### src/rtl/count_sched_if.sv
// Request/counter bundle between the two-requester countdown scheduler and its environment.
// The master side drives requests, lengths and the external counter value; the slave side is the scheduler.
interface count_sched_if #(
  parameter int CNT_W = 4
);
  logic [1:0]       req;
  logic [CNT_W-1:0] len0;
  logic [CNT_W-1:0] len1;
  logic [CNT_W-1:0] cnt_q;
  logic             cnt_load;
  logic [CNT_W-1:0] cnt_load_val;
  logic             cnt_en;
  logic [1:0]       gnt;
  logic [1:0]       done;
  logic             busy;

  modport master (
    output req, len0, len1, cnt_q,
    input  cnt_load, cnt_load_val, cnt_en, gnt, done, busy
  );

  modport slave (
    input  req, len0, len1, cnt_q,
    output cnt_load, cnt_load_val, cnt_en, gnt, done, busy
  );
endinterface

### src/rtl/count_sched_ctrl.sv
// Round-robin scheduler that grants one of two requesters a shared external down counter,
// loads it with the winner's length, counts it to zero and pulses done for the winner.
module count_sched_ctrl #(
  parameter int CNT_W = 4
) (
  input  logic          clk,
  input  logic          rst_n,
  count_sched_if.slave  bus
);

  typedef enum logic [1:0] {
    IDLE  = 2'd0,
    LOAD  = 2'd1,
    COUNT = 2'd2,
    DONE  = 2'd3
  } state_t;

  state_t           state, state_nxt;
  logic             prio, prio_nxt;
  logic             win, win_nxt;
  logic [CNT_W-1:0] len_lat, len_nxt;

  logic             cnt_load;
  logic [CNT_W-1:0] cnt_load_val;
  logic             cnt_en;
  logic [1:0]       gnt;
  logic [1:0]       done;
  logic             busy;

  function automatic logic [1:0] sel_onehot(input logic idx);
    return idx ? 2'b10 : 2'b01;
  endfunction

  always_ff @(posedge clk or negedge rst_n) begin
    if (!rst_n) begin
      state   <= IDLE;
      prio    <= 1'b0;
      win     <= 1'b0;
      len_lat <= '0;
    end else begin
      state   <= state_nxt;
      prio    <= prio_nxt;
      win     <= win_nxt;
      len_lat <= len_nxt;
    end
  end

  always_comb begin
    state_nxt    = state;
    prio_nxt     = prio;
    win_nxt      = win;
    len_nxt      = len_lat;
    cnt_load     = 1'b0;
    cnt_load_val = '0;
    cnt_en       = 1'b0;
    gnt          = 2'b00;
    done         = 2'b00;
    busy         = (state != IDLE);

    case (state)
      IDLE: begin
        if (bus.req != 2'b00) begin
          // Contention goes to the pointer; a lone request wins outright.
          win_nxt   = (bus.req == 2'b11) ? prio : bus.req[1];
          len_nxt   = win_nxt ? bus.len1 : bus.len0;
          state_nxt = LOAD;
        end
      end
      LOAD: begin
        gnt          = sel_onehot(win);
        cnt_load_val = len_lat;
        if (!bus.req[win]) begin
          state_nxt = IDLE;
          prio_nxt  = ~win;
        end else begin
          cnt_load  = 1'b1;
          state_nxt = COUNT;
        end
      end
      COUNT: begin
        gnt = sel_onehot(win);
        if (!bus.req[win]) begin
          state_nxt = IDLE;
          prio_nxt  = ~win;
        end else if (bus.cnt_q == '0) begin
          // Enable stays low on the zero cycle so the counter never underflows.
          state_nxt = DONE;
        end else begin
          cnt_en = 1'b1;
        end
      end
      DONE: begin
        gnt       = sel_onehot(win);
        done      = sel_onehot(win);
        state_nxt = IDLE;
        prio_nxt  = ~win;
      end
      default: begin
        state_nxt = IDLE;
      end
    endcase
  end

  assign bus.cnt_load     = cnt_load;
  assign bus.cnt_load_val = cnt_load_val;
  assign bus.cnt_en       = cnt_en;
  assign bus.gnt          = gnt;
  assign bus.done         = done;
  assign bus.busy         = busy;

endmodule

### src/flat_wrapper.sv
// flat-port wrapper written by rule: the top's interface ports become plain ports
module count_sched_ctrl_flat 
#(
  parameter int CNT_W = 4
)
  (clk, rst_n, bus_req, bus_len0, bus_len1, bus_cnt_q, bus_cnt_load, bus_cnt_load_val, bus_cnt_en, bus_gnt, bus_done, bus_busy);
  count_sched_if #(.CNT_W(CNT_W)) bus_i ();
  input  logic clk;
  input  logic rst_n;
  input wire logic [$bits(bus_i.req)-1:0] bus_req;
  input wire logic [$bits(bus_i.len0)-1:0] bus_len0;
  input wire logic [$bits(bus_i.len1)-1:0] bus_len1;
  input wire logic [$bits(bus_i.cnt_q)-1:0] bus_cnt_q;
  output wire logic [$bits(bus_i.cnt_load)-1:0] bus_cnt_load;
  output wire logic [$bits(bus_i.cnt_load_val)-1:0] bus_cnt_load_val;
  output wire logic [$bits(bus_i.cnt_en)-1:0] bus_cnt_en;
  output wire logic [$bits(bus_i.gnt)-1:0] bus_gnt;
  output wire logic [$bits(bus_i.done)-1:0] bus_done;
  output wire logic [$bits(bus_i.busy)-1:0] bus_busy;
  assign bus_i.req = bus_req;
  assign bus_i.len0 = bus_len0;
  assign bus_i.len1 = bus_len1;
  assign bus_i.cnt_q = bus_cnt_q;
  assign bus_cnt_load = bus_i.cnt_load;
  assign bus_cnt_load_val = bus_i.cnt_load_val;
  assign bus_cnt_en = bus_i.cnt_en;
  assign bus_gnt = bus_i.gnt;
  assign bus_done = bus_i.done;
  assign bus_busy = bus_i.busy;
  count_sched_ctrl #(.CNT_W(CNT_W)) u_core (.clk(clk), .rst_n(rst_n), .bus(bus_i));
endmodule
### config.mk
export PLATFORM = sky130hd
export DESIGN_NAME = count_sched_ctrl_flat
export DESIGN_NICKNAME = d
export VERILOG_FILES = /design/src/rtl/count_sched_if.sv /design/src/rtl/count_sched_ctrl.sv /design/src/flat_wrapper.sv
export SDC_FILE = /design/constraint.sdc
export NUM_CORES = 1
export LEC_CHECK = 0
export ABC_AREA = 1
export CAP_MARGIN = 15
export CORE_UTILIZATION = 40
export CTS_BUF_LIST = sky130_fd_sc_hd__clkbuf_16
export DETAILED_ROUTE_END_ITERATION = 7
export MAX_ROUTING_LAYER = met4
export PLACE_DENSITY = 0.76
export SLEW_MARGIN = 30
export SYNTH_ARGS = -nofsm -noshare
export SYNTH_HDL_FRONTEND = slang
export SYNTH_SLANG_ARGS = --single-unit
export TNS_END_PERCENT = 20
### constraint.sdc
create_clock -name clk -period 2.51 [get_ports clk]
set_input_delay 0.251 -clock clk [delete_from_list [all_inputs] [get_ports clk]]
set_output_delay 0.251 -clock clk [all_outputs]
set_load 0.005 [all_outputs]
-- After elaboration in Yosys (flattened, before gate mapping)
Index checks and enable logic that the tools add are counted.
- flip-flop bits (word level): 8
- bits of input ports: 16
- output and inout bits: 11
- logic and storage cells: 43
- $lt $le $gt $ge: 1
- eq/ne operators: 7
- muxes and demuxes: 20
- bitwise operators: 1
- reduce and logical (&&, ||, !) cells: 10
- operator list (cell ; count):
    $mux W2 ; 7
    $mux W1 ; 9
    $mux W4 ; 2
    $pmux W2 S4 ; 1
    $eq A2 B2 Y1 const B ; 3
    $reduce_and A2 Y1 ; 3
    $reduce_bool A2 Y1 ; 3
    $logic_not A4 Y1 ; 1
    $ne A3 B3 Y1 const B ; 1
    $reduce_or A3 Y1 ; 1
    $eq A2 B1 Y1 const B ; 1
    $logic_not A2 Y1 ; 1
    $lt A1 B2 Y1 const B ; 1
    $ne A2 B1 Y1 const B ; 1
    $ne A2 B2 Y1 const B ; 1
    $pmux W1 S2 ; 1
    $reduce_or A2 Y1 ; 1
    $not A1 Y1 ; 1

-- Depth between registers and ports, before layout
- word-level depth: 4
- gate-level depth with buffers: 8
- mapped depth without buffers: 8

-- Worst setup path after synthesis
No wires, ideal clock.
- kind: register to register
- from: reg u_core.state[0]
- to: reg u_core.state[0]
- library setup time: 117 ps
- data arrival time: 1104 ps
- required time: 2393 ps
- path slack: 1290 ps
- stages on the path, launching flop included: 8
- buffers on the path: 0
- period minus slack after synthesis: 1220 ps
- cell sequence: dfrtp_1 inv_1 ha_1 inv_2 nor3_1 inv_1 nand3_1 nand2_1
- longest elaborated chain between the ends: 3
- elaborated cells on any way between the ends: 8
- those cells by class: eq/ne: 5; mux: 1; reduce/logical: 2
- ends and longest elaborated chain (item ; RTL line ; RTL):
    start, declared ; count_sched_ctrl.sv:18 ; state_t state, state_nxt;
    start signal, assigned ; count_sched_ctrl.sv:41 ; state <= state_nxt;
    $eq A2 B2 Y1 or $logic_not A2 Y1 (tied branches) ; count_sched_ctrl.sv:60 ; case (state)
    $ne A3 B3 Y1 (no source line) or $ne A2 B1 Y1 (tied branches) ; n/a ;
    $reduce_and A2 Y1 (no source line) ; n/a ;
Parallel ways exist; a longest one is shown, timed or not.
A chain may end at the register's enable or synchronous reset.

-- Final worst setup path
- from: reg u_core.state[1]
- to: out bus_cnt_load
- longest elaborated chain between the ends: 2
- ends and longest elaborated chain (item ; RTL line ; RTL):
    $eq A2 B1 Y1 ; count_sched_ctrl.sv:60 ;
    $mux W1 ; count_sched_ctrl.sv:60 ;
    end, declared ; flat_wrapper.sv:14 ; output wire logic [$bits(bus_i.cnt_load)-1:0] bus_cnt_load;
No other way between the ends.

==> results.tsv <==
stage	metric	value	unit
outcome	status	complete, no violations	
flow_run	drv_cap	0	
synthesis	ys_warn_count	0	
routing	vias	632	
synthesis	synth_fa_ha_area_share	10.6	%
timing	setup_viol	0	
setup_path	cp.arrival	1.70	ns
synthesis	synth_compound_area_share	13.1	%
timing	period_needed	1.95	ns
timing	rsz0062_at_grt	false	
floorplan	dieArea	1640	sq um
synthesis	muxShareOfSynthArea	0	%
layout	antenna_cells	0	
clocking	cts_buffers	3	
clocking	root_buffer	clkbuf_16	
placement	placed_area	871	sq um
clocking	htreeDepth	1	
placement	post-place-cells	129	
timing	fmax	513	MHz
routing	first_pass_iters	4	
timing	slew_violations	0	
setup_path	critPathMaxStageDelay	0.50	ns
routing	drt.antenna.violating_nets	0	
synthesis	synth_area_per_cell	6.73	sq um
setup_path	crit_path_cell_trace	inv_1, ha_1, inv_1, nor2_1, clkdlybuf4s50_1	
synthesis	ys_seq_area_share	33.8	%
routing	vias_per_cell	4.79	
global_routing	grt.overflow.total	0	
setup_path	critPathSlowestCell	clkdlybuf4s50_1	
timing	fin_crit_sh	77.7	%
setup_path	crit_family	buffers and inverters	
synthesis	ys_types	16	
synthesis	yosys.area_share.simple	31.1	%
setup_path	cp.required	2.26	ns
synthesis	synth_top_family_by_area	simple AND/OR/NAND/NOR gates	
floorplan	start_util	44.4	%
placement	gp_congestion	0.667	
routing	detail_route.iter0.violations	8	
timing	whs	0.306	ns
power_and_ir_drop	powerDensity	1160	nW/um^2
floorplan	core-area	1330	sq um
layout	final_area	946	sq um
setup_path	reg2reg_from	u_core.state[0]$_DFFE_PN0P_	
global_routing	grt_max_degree	9	
routing	drc	0	
setup_path	crit_type	flip-flop to primary output	
layout	fin_nets	140	
layout	drive_gt1_share	12.0	%
layout	instances_no_fill	132	
synthesis	syn_area	592	sq um
clocking	clk_path_buf_depth	2	
timing	max_slew.worst_pin.slew	0.366	ns
clocking	post-cts-setup-buffers	0	
setup_path	critPathMaxFanout	6	
layout	final_util	70.9	%
synthesis	synth_xor_area_share	0	%
setup_path	worst-path-stages	5	
power_and_ir_drop	p_leak	0.483	nW
global_routing	grt_use_total	21.2	%
synthesis	synthesis.nets	109	
layout	final_common_cell	clkdlybuf4s50_1	
layout	area_delta_synth_final	59.8	%
hold_path	hold_path_class	input pin to async pin	
synthesis	synth-seq-cells	8	
global_routing	grt_pass1_vias	550	
clocking	cts_sinks	8	
routing	routed_wirelength	1320	um
setup_path	startpoint_type	flip-flop	
power_and_ir_drop	vdd_drop_max	0.720	mV
floorplan	die_width	40.5	um
setup_path	critPathMostFrequentCell	inv_1	
layout	final_cell_mix	26 x clkdlybuf4s50_1, 22 x nand2_1, 14 x nor2_1	
clocking	post_cts_resized	0	
clocking	postCtsHoldBufs	0	
setup_path	rr_endpoint	u_core.state[1]$_DFFE_PN0P_	
timing	fin_setup_tns	0	ns
global_routing	antenna_found_initial	0	
placement	io_buffers	26	
clocking	cts_tree	yes	
clocking	clk_latency	0.23	ns
setup_path	regToRegSetupSlack	1.12	ns
floorplan	row_count	13	
timing	fin_skew	0.00213	ns
setup_path	ff2ff_path_depth	8	
clocking	clk_pin_slew_worst_paths	0.04	ns
timing	hold_viol_final	0	
floorplan	die_h	40.5	um
setup_path	crit_path_end_kind	primary output	
routing	wl_per_cell	10.0	um
timing	slew_headroom	75.5	%
placement	hpwl	1090	um
setup_path	path_buf_inv	3	
global_routing	grt_first_pass_wirelength	2140	um
floorplan	num_io_pins	27	
synthesis	synth_cells	88	
cells in the mapped netlist:
| cell | n | area [sq um] |
|---|---|---|
| nand2_1 | 22 | 82.6 |
| nor2_1 | 14 | 52.6 |
| inv_1 | 13 | 48.8 |
| dfrtp_1 | 8 | 200 |
| o21ai_0 | 7 | 35.0 |
| ha_1 | 5 | 62.6 |
| inv_2 | 5 | 18.8 |
| o21ai_1 | 5 | 25.0 |
| nand3_1 | 2 | 10.0 |
| a21oi_2 | 1 | 8.76 |
| nand2_2 | 1 | 6.26 |
| nand3_2 | 1 | 10.0 |
| nor2_2 | 1 | 6.26 |
| nor2_4 | 1 | 11.3 |
| nor3_1 | 1 | 5.00 |
| o21ai_2 | 1 | 8.76 |
cells by family (layout without fill, tap and decap cells):
kind of cell / count (synthesis) / in the layout
AO/OA/AOI/OAI: 14 / 14
buffers and inverters: 18 / 47
AND/OR/NAND/NOR: 43 / 43
adder cells (fa/ha/maj): 5 / 5
flip-flops: 8 / 8
per-layer routing:
| metal | up-vias | routed length [um] | GRT usage, % | part of all wire (%) |
|---|---|---|---|---|
| met3 | 4 | 60 | 5.00 | 4.5 |
| li1 | 327 | - | - | - |
| met5 | - | 0 | - | 0 |
| met2 | 22 | 675 | 36.1 | 51 |
| met1 | 279 | 564 | 22.0 | 43 |
| met4 | 0 | 21 | 12.5 | 1.6 |
worst max path at each step:
stage	startpoint	endpoint	slack, ns
detailed placement	bus_req[1]	bus_cnt_en	0.60
global placement	bus_req[1]	bus_cnt_en	0.63
finish	u_core.state[1]$_DFFE_PN0P_	bus_cnt_load	0.56
CTS	u_core.state[1]$_DFFE_PN0P_	bus_cnt_load	0.54
floorplan	u_core.state[0]$_DFFE_PN0P_	u_core.state[0]$_DFFE_PN0P_	1.29
global route	u_core.state[1]$_DFFE_PN0P_	bus_cnt_load	0.45
cell type report:
| cell class | instances | area [sq um] |
|---|---|---|
| tap | 15 | 18.8 |
| sequential | 8 | 200 |
| timing repair buffer | 26 | 260 |
| inverter | 18 | 67.6 |
| clock buffer | 3 | 75.1 |
| fill | 120 | 388 |
| multi-input combinational | 62 | 324 |
sequential cells by signal (all words and copies together) (netlist names):
signal	cells
u_core.win	1
u_core.len_lat	4
u_core.state	2
u_core.prio	1
worst register-to-register path, delay by kind of cell, from the launching register on:
family                   cells  cell delay, ns
flip-flops                   1            0.40
buffers and inverters        3            0.26
adder cells (fa/ha/maj)      1            0.25
AND/OR/NAND/NOR              4            0.41
per-stage QoR:
| stage | power, mW | setup slack (ns) |
|---|---|---|
| finish | 1.10 | 0.561 |
| global route | 1.21 | 0.450 |
| CTS | 1.11 | 0.545 |
| detailed placement | 0.837 | 0.596 |
| global placement | 0.823 | 0.631 |
| floorplan | 0.576 | 1.29 |
report_power, final:
| part | switching, mW | total, mW | internal [mW] |
|---|---|---|---|
| Combinational | 0.289 | 0.583 | 0.294 |
| Sequential | 0.0549 | 0.252 | 0.197 |
| Clock | 0.0557 | 0.260 | 0.205 |
No activity file was read; power rests on OpenSTA's default activity.
